[config.mk]
export PLATFORM = sky130hd
export DESIGN_NAME = asrv32_mem_arbiter
export DESIGN_NICKNAME = d
export VERILOG_FILES = /design/src/rtl/asrv32_mem_arbiter.sv
export SDC_FILE = /design/constraint.sdc
export NUM_CORES = 1
export LEC_CHECK = 0
export CORE_MARGIN = 1
export CORE_UTILIZATION = 36
export CTS_CLUSTER_DIAMETER = 150
export CTS_CLUSTER_SIZE = 10
export DETAILED_ROUTE_END_ITERATION = 10
export PLACE_DENSITY = 0.86
export SLEW_MARGIN = 20
export SYNTH_ARGS = -nofsm -noshare
export SYNTH_HDL_FRONTEND = slang
export SYNTH_SLANG_ARGS = --single-unit
export TNS_END_PERCENT = 100
[constraint.sdc]
create_clock -name i_clk -period 1.8 [get_ports i_clk]
set_clock_uncertainty 0.2 [all_clocks]
set_input_delay 0.36 -clock i_clk [delete_from_list [all_inputs] [get_ports i_clk]]
set_output_delay 0.36 -clock i_clk [all_outputs]
set_load 0.05 [all_outputs]
[src/rtl/asrv32_mem_arbiter.sv]
`timescale 1ns/1ps
`default_nettype none
// +----------------------------------------------------------------------------+
// | Module   : asrv32_mem_arbiter                                              |
// | Brief    : Shares one memory port between fetch (I) and load/store (D)     |
// |            requesters, one access at a time, round-robin on ties, with a   |
// |            watchdog that aborts stalled accesses.                          |
// | Revision : 1.0 - initial release                                           |
// +----------------------------------------------------------------------------+
module asrv32_mem_arbiter #(
    parameter int ADDR_WIDTH     = 32,
    parameter int TIMEOUT_CYCLES = 255
) (
    input  logic                  i_clk,
    input  logic                  i_rst_n,
    input  logic                  i_i_req,
    input  logic [ADDR_WIDTH-1:0] i_i_addr,
    output logic                  o_i_ack,
    output logic                  o_i_err,
    output logic [31:0]           o_i_rdata,
    input  logic                  i_d_req,
    input  logic                  i_d_we,
    input  logic [ADDR_WIDTH-1:0] i_d_addr,
    input  logic [31:0]           i_d_wdata,
    input  logic [3:0]            i_d_wsel,
    output logic                  o_d_ack,
    output logic                  o_d_err,
    output logic [31:0]           o_d_rdata,
    output logic                  o_mem_req,
    output logic                  o_mem_we,
    output logic [ADDR_WIDTH-1:0] o_mem_addr,
    output logic [31:0]           o_mem_wdata,
    output logic [3:0]            o_mem_wsel,
    input  logic                  i_mem_ack,
    input  logic [31:0]           i_mem_rdata
);

    localparam int                  c_WDOG_W    = (TIMEOUT_CYCLES > 1) ? $clog2(TIMEOUT_CYCLES) : 1;
    localparam logic                c_WDOG_EN   = (TIMEOUT_CYCLES > 0);
    localparam logic [c_WDOG_W-1:0] c_WDOG_LAST = c_WDOG_W'((TIMEOUT_CYCLES > 0) ? TIMEOUT_CYCLES - 1 : 0);

    typedef enum logic [1:0] {
        ST_IDLE   = 2'd0,
        ST_BUSY_I = 2'd1,
        ST_BUSY_D = 2'd2
    } state_t;

    state_t              r_state;
    state_t              w_state_nxt;
    logic                r_last_d;
    logic [c_WDOG_W-1:0] r_wdog;

    logic w_i_elig;
    logic w_d_elig;
    logic w_grant_i;
    logic w_grant_d;
    logic w_busy;
    logic w_ack_hit;
    logic w_timeout;
    logic w_done;

    always_comb begin
        // A requester whose ack is on the bus this cycle is still holding a stale req.
        w_i_elig    = i_i_req & ~o_i_ack;
        w_d_elig    = i_d_req & ~o_d_ack;
        w_busy      = (r_state != ST_IDLE);
        w_ack_hit   = w_busy & i_mem_ack;
        w_timeout   = w_busy & ~i_mem_ack & c_WDOG_EN & (r_wdog == c_WDOG_LAST);
        w_done      = w_ack_hit | w_timeout;
        w_grant_i   = 1'b0;
        w_grant_d   = 1'b0;
        w_state_nxt = r_state;
        case (r_state)
            ST_IDLE: begin
                if (w_d_elig && (!w_i_elig || !r_last_d)) begin
                    w_grant_d   = 1'b1;
                    w_state_nxt = ST_BUSY_D;
                end else if (w_i_elig) begin
                    w_grant_i   = 1'b1;
                    w_state_nxt = ST_BUSY_I;
                end
            end
            ST_BUSY_I, ST_BUSY_D: begin
                if (w_done) begin
                    w_state_nxt = ST_IDLE;
                end
            end
            default: w_state_nxt = ST_IDLE;
        endcase
    end

    always_ff @(posedge i_clk) begin
        if (!i_rst_n) begin
            r_state <= ST_IDLE;
        end else begin
            r_state <= w_state_nxt;
        end
    end

    always_ff @(posedge i_clk) begin
        if (!i_rst_n) begin
            r_last_d    <= 1'b0;
            r_wdog      <= '0;
            o_i_ack     <= 1'b0;
            o_i_err     <= 1'b0;
            o_i_rdata   <= '0;
            o_d_ack     <= 1'b0;
            o_d_err     <= 1'b0;
            o_d_rdata   <= '0;
            o_mem_req   <= 1'b0;
            o_mem_we    <= 1'b0;
            o_mem_addr  <= '0;
            o_mem_wdata <= '0;
            o_mem_wsel  <= '0;
        end else begin
            o_i_ack <= 1'b0;
            o_i_err <= 1'b0;
            o_d_ack <= 1'b0;
            o_d_err <= 1'b0;
            if (w_grant_d) begin
                o_mem_req   <= 1'b1;
                o_mem_we    <= i_d_we;
                o_mem_addr  <= i_d_addr;
                o_mem_wdata <= i_d_wdata;
                o_mem_wsel  <= i_d_wsel;
                r_last_d    <= 1'b1;
            end else if (w_grant_i) begin
                o_mem_req   <= 1'b1;
                o_mem_we    <= 1'b0;
                o_mem_addr  <= i_i_addr;
                o_mem_wdata <= '0;
                o_mem_wsel  <= 4'b0000;
                r_last_d    <= 1'b0;
            end
            if (w_done) begin
                // A real ack beats a coincident watchdog expiry.
                o_mem_req <= 1'b0;
                r_wdog    <= '0;
                if (r_state == ST_BUSY_I) begin
                    o_i_ack   <= 1'b1;
                    o_i_err   <= ~w_ack_hit;
                    o_i_rdata <= w_ack_hit ? i_mem_rdata : 32'h0;
                end else begin
                    o_d_ack   <= 1'b1;
                    o_d_err   <= ~w_ack_hit;
                    o_d_rdata <= w_ack_hit ? i_mem_rdata : 32'h0;
                end
            end else if (w_busy && c_WDOG_EN) begin
                r_wdog <= r_wdog + c_WDOG_W'(1);
            end
        end
    end

endmodule
`default_nettype wire

* Yosys cells after proc, flatten, opt, wreduce, memory -nomap -nowiden *
Cells that the tools add are included.

cells by class
  $add $sub $neg = 1
  equality and inequality tests = 5
  muxes and demuxes = 23
  bitwise logic cells = 13
  reduce and logical (&&, ||, !) cells = 15

operator list
  cell                                                                   count
  32-bit 2-to-1 mux                                                      5
  1-bit 2-to-1 mux                                                       12
  8-bit by 1-bit adder with 8-bit output, second input constant          1
  8-bit equality test, second input constant                             1
  4-bit 2-to-1 mux                                                       2
  2-bit AND reduction                                                    4
  1-bit NOT                                                              7
  2-bit 2-to-1 mux                                                       3
  1-bit bitwise AND                                                      5
  2-bit one-hot mux with 2 select lines                                  1
  2-bit nonzero test                                                     2
  2-bit OR reduction                                                     2
  3-bit inequality test, second input constant                           1
  3-bit AND reduction                                                    1
  3-bit OR reduction                                                     1
  2-bit by 1-bit equality test with 1-bit output, second input constant  1
  2-bit equality test, second input constant                             1
  1-bit logical NOT                                                      2
  2-bit logical NOT                                                      1
  2-bit inequality test, second input constant                           1
  1-bit logical AND                                                      1
  1-bit logical OR                                                       1
  1-bit OR                                                               1

word-level totals
  register bits after elaboration = 149
  bits of input ports = 138
  logic and storage cells = 71

* Depth between registers and ports, before layout *
  depth in word-level cells = 9
  depth in mapped cells = 10

* Worst setup path before layout *
No wires, ideal clock.

  path kind = register to register
  start = register o_d_ack
  end = register o_mem_addr[26]
  setup time = 69 ps
  arrival = 1688 ps
  required time = 1531 ps
  setup slack = -157 ps
  stages on the path, launching flop included = 8
  cells stage by stage = dfxtp_1 -> nand2b_1 -> a21o_1 -> buf_2 -> buf_2 -> buf_2 -> nand3_1 -> o21ai_1

on the way
  word-level cells in the longest chain between the ends = 6
  elaborated cells on any way between the ends = 9

RTL lines
  what                                                            RTL line  text
  from (decl)                                                     26        output logic o_d_ack,
  from (signal assigned)                                          107       o_d_ack <= 1'b0;
  from (signal assigned)                                          118       o_d_ack <= 1'b0;
  from (signal assigned)                                          144       o_d_ack <= 1'b1;
  1-bit NOT (*)                                                   65        w_d_elig = i_d_req & ~o_d_ack;
  1-bit bitwise AND (*)                                           65
  1-bit logical AND (*)                                           75        if (w_d_elig && (!w_i_elig || !r_last_d)) begin
  1-bit 2-to-1 mux                                                75
  1-bit 2-to-1 mux                                                73        case (r_state)
  32-bit 2-to-1 mux / 2-bit nonzero test (equally long branches)  --
  to (signal assigned)                                            123       o_mem_addr <= i_d_addr;
  to (signal assigned)                                            130       o_mem_addr <= i_i_addr;
  to (decl)                                                       31        output logic [ADDR_WIDTH-1:0] o_mem_addr,

Every way passes the cells marked *; elsewhere a longest branch is shown, timed or not.
A chain may end at the register's enable or synchronous reset.

* Final worst setup path *
  start = register r_state[1]
  end = register o_d_rdata[6]

on the way
  word-level cells in the longest chain between the ends = 5
  elaborated cells on any way between the ends = 9

RTL lines
  what                                  RTL line  text
  from (decl)                           48        state_t r_state;
  from (signal assigned)                96        r_state <= w_state_nxt;
  2-bit nonzero test                    66        w_busy = (r_state != ST_IDLE);
  1-bit bitwise AND (2 in a row)        68        w_timeout = w_busy & ~i_mem_ack & c_WDOG_EN & (r_wdog == c_WDOG_LAST);
  1-bit OR                              69        w_done = w_ack_hit | w_timeout;
  2-bit AND reduction (no source line)  --
  to (signal assigned)                  146       o_d_rdata <= w_ack_hit ? i_mem_rdata : 32'h0;
  to (decl)                             28        output logic [31:0] o_d_rdata,

Several ways; a longest one is shown, not always the timed one.

==> results.yml <==
final_layout:
  drive_gt1_share_pct: 29.2
  final.fill_count: 1101
  utilization_pct: 64.9
  synthToLayoutAreaGrowth_pct: 75.5
  final_nets: 963
  diodes: 0
die:
  fp.dieH_um: 124
  core_area_sq_mm: 0.0146
  die_w_um: 124
  placementRows: 44
  die_area_sq_mm: 0.0155
  initial_core_util_pct: 37.0
  io_pins: 276
timing:
  timing_max_transition_violations_final: 0
  finish_stage_setup_viols: 31
  worst-slew-pin-transition_ns: 0.353
  finalSetupTns_ns: -0.719
  grt_setup_unrepaired: "true"
  final_hold_viol_count: 0
  period_needed_ns: 1.84
  setup_ws_ns: -0.0383
  max_freq_ghz: 0.544
  share_of_the_clock_period_used_by_the_worst_path_after_layout_pct: 102
  worst_slew_slack_as_a_fraction_of_its_limit_pct: 76.5
yosys:
  netlist_instances: 531
  synth.most_common_cell: "sky130_fd_sc_hd__dfxtp_1"
  syn_area_per_cell_sq_um: 10.2
  ys_top_cells_by_area: "sky130_fd_sc_hd__dfxtp_1, sky130_fd_sc_hd__a22o_1, sky130_fd_sc_hd__a22oi_1"
  synth-async-reset-ratio_pct: 0
  yosys_register_bits: 149
  synth-seq-area-share_pct: 55.3
  synthFlopType: "sky130_fd_sc_hd__dfxtp_1"
  post_synth_num_cell_types: 36
  synth_warnings: 0
  yosysTopAreaCellShare_pct: 55.3
  synth.largest_area_cell: "sky130_fd_sc_hd__dfxtp_1"
  synth_edf_count: 0
  synth_commonest_cells: "sky130_fd_sc_hd__dfxtp_1, sky130_fd_sc_hd__a22o_1, sky130_fd_sc_hd__nor2b_1, sky130_fd_sc_hd__a22oi_1, sky130_fd_sc_hd__a21oi_1"
  netlist_area_sq_mm: 0.00540
  synth.net_count: 673
power_and_ir_drop:
  switchingPower_uw: 4060
  netSwitchingFraction_pct: 36.3
  clock_share_of_power_pct: 29.4
  seq_power_share_pct: 34.8
  worst_vdd_ir_mv: 0.636
  cell_internal_pwr_uw: 7140
  p_per_area_mw_per_mm2: 1180
  power.leakage_uw: 0.00387
  post-layout-total-power_uw: 11200
  pwr-share-comb_pct: 35.8
placement:
  place_congestion: 0.736
  buffer_ports.inserted: 275
  place_hpwl_mm: 11.7
global_route:
  grt.total_usage_pct: 21.3
  antenna_found_initial: 0
  grt_pass1_wl_mm: 26.5
  overflow: 0
  grt_pass1_vias: 5216
  grt_max_degree: 55
critical_path:
  timing.critical_path.arrival_ns: 1.94
  worst_setup_path_end_kind: "flip-flop"
  start_kind: "flip-flop"
  critical_path_class: "flip-flop to flip-flop"
  cp_data_required_time_ns: 1.91
  timing.critical_path.fanout_max: 13
run:
  maxCapViolCount: 0
clocking:
  clock-root-buffer: "sky130_fd_sc_hd__clkbuf_16"
  worst_skew_pair.late_latency_ns: 0.41
  cts_tree: "done"
  clkSinkCount: 149
  number_of_buffers_created_by_cts: 17
  path_clk_slew_ns: 0.07
  clock_tree.htree_level_count: 4
  holdBufCountCts: 0
  clock_tree.buffer_depth: 2
drt:
  drtPass1Iterations: 4
  remaining_drc_errors: 0
  via_count: 5249
  routed_wirelength_mm: 17.5
  routed_length_per_placed_instance_um: 17.2
  drt-vias-per-instance: 5.16
  antenna_violating_nets_post_route: 0
  drt_iter0_markers: 253
worst_hold_path:
  hold_path_class: "input pin to flip-flop"
outcome:
  violations: "setup timing"
  status: "finished, violations left"
## cells in the final DEF, fill, tap and decap left out, types with 2 or more instances in the layout
master and instances:
sky130_fd_sc_hd__dfxtp_1 145, sky130_fd_sc_hd__clkdlybuf4s50_1 136, sky130_fd_sc_hd__buf_4 124, sky130_fd_sc_hd__a22o_1 64, sky130_fd_sc_hd__buf_12 46, sky130_fd_sc_hd__nor2b_1 42, sky130_fd_sc_hd__o21ai_1 40, sky130_fd_sc_hd__a21oi_1 34
sky130_fd_sc_hd__nand3_1 34, sky130_fd_sc_hd__a22oi_1 31, sky130_fd_sc_hd__o21ai_0 26, sky130_fd_sc_hd__clkbuf_16 21, sky130_fd_sc_hd__nor2_1 14, sky130_fd_sc_hd__a22oi_2 6, sky130_fd_sc_hd__inv_6 5, sky130_fd_sc_hd__xnor2_1 4
sky130_fd_sc_hd__nand2_1 4, sky130_fd_sc_hd__dfxtp_2 4, sky130_fd_sc_hd__xor2_1 3, sky130_fd_sc_hd__clkinvlp_4 3, sky130_fd_sc_hd__inv_8 3, sky130_fd_sc_hd__buf_8 3, sky130_fd_sc_hd__buf_6 3, sky130_fd_sc_hd__inv_1 2
sky130_fd_sc_hd__inv_2 2, sky130_fd_sc_hd__nand2_2 2, sky130_fd_sc_hd__nand2b_1 2, sky130_fd_sc_hd__nor3_1 2, sky130_fd_sc_hd__ha_1 2, sky130_fd_sc_hd__clkinv_2 2
## power groups by stage
stage	Combinational (uW)	Sequential, uW	Clock [uW]
floorplan	1040	5060	0
global placement	3670	3950	0
detailed placement	3730	3960	0
CTS	3770	3890	3360
global route	4220	3940	3520
finish	4020	3900	3290
## layout make-up
cell class | count | area (sq um) | area share (%)
inverter | 5 | 21.3 | 0.225
multi-input combinational | 330 | 2260 | 23.9
sequential | 149 | 2990 | 31.6
clock inverter | 14 | 119 | 1.26
clock buffer | 17 | 425 | 4.49
tap | 184 | 230 | 2.43
timing repair buffer | 318 | 3420 | 36.2
## state kept, by name, summed over array words and instances (netlist names), 2 cells and up
signal       cells
o_mem_addr      32
o_i_rdata       32
r_state          2
o_d_rdata       32
o_mem_wdata     32
r_wdog           8
o_mem_wsel       4
## worst max-delay path, stage by stage (launching register included)
cell	delay, ns
sky130_fd_sc_hd__dfxtp_2	0.33
sky130_fd_sc_hd__inv_2	0.05
sky130_fd_sc_hd__ha_4	0.16
sky130_fd_sc_hd__nand4b_4	0.20
sky130_fd_sc_hd__a2bb2oi_4	0.17
sky130_fd_sc_hd__o21a_4	0.23
sky130_fd_sc_hd__buf_12	0.15
sky130_fd_sc_hd__a22o_1	0.24
## per-layer routing
metal / vias up / global-route usage, % / wire (um)
li1: 2518 / - / -
met1: 2484 / 24.5 / 7040
met2: 231 / 36.5 / 8760
met3: 16 / 7.65 / 1430
met4: 0 / 6.66 / 279
met5: - / 0 / 0
## cells by family after synthesis
| kind of cell | synth area share [%] |
|---|---|
| compound gates | 26.9 |
| fa+ha+maj | 0.928 |
| flops | 55.3 |
| buf+inv | 4.68 |
| simple gates | 11.1 |
| xor+xnor | 1.14 |
## final timing paths
check,start,to,slack [ns],cells after the start
max,r_state[1]$_SDFFE_PN0P_,o_d_rdata[6]$_SDFFE_PN0P_,-0.04,7
max reg2reg,r_state[1]$_SDFFE_PN0P_,o_d_rdata[6]$_SDFFE_PN0P_,-0.04,7
min reg2reg,o_mem_addr[12]$_SDFFE_PN0P_,o_mem_addr[12]$_SDFFE_PN0P_,0.26,2
min,i_rst_n,r_state[0]$_SDFFE_PN0P_,0.14,2
## stage by stage
stage	cells	hold WS [ns]	area, sq um	worst slack, ns
final	1017	0.143	9470	-0.0383
after global routing	1017	0.140	9470	-0.105
after CTS	1008	0.108	9240	-0.0399
after detailed placement	975	0.252	8650	-0.290
after global placement	975	0.245	8650	-0.247
after floorplan	531	0.268	5420	-0.0913
## what timing repair did
| action | 4_1_cts | 5_1_grt |
|---|---|---|
| setup buffers | 1 | 3 |
| setup endpoints to repair | 64 | 142 |
| resized for setup | 3 | 29 |
| pin swaps | 3 | 8 |
| cloned | 1 | 6 |
Note: power is estimated with default switching activity, not from simulation.
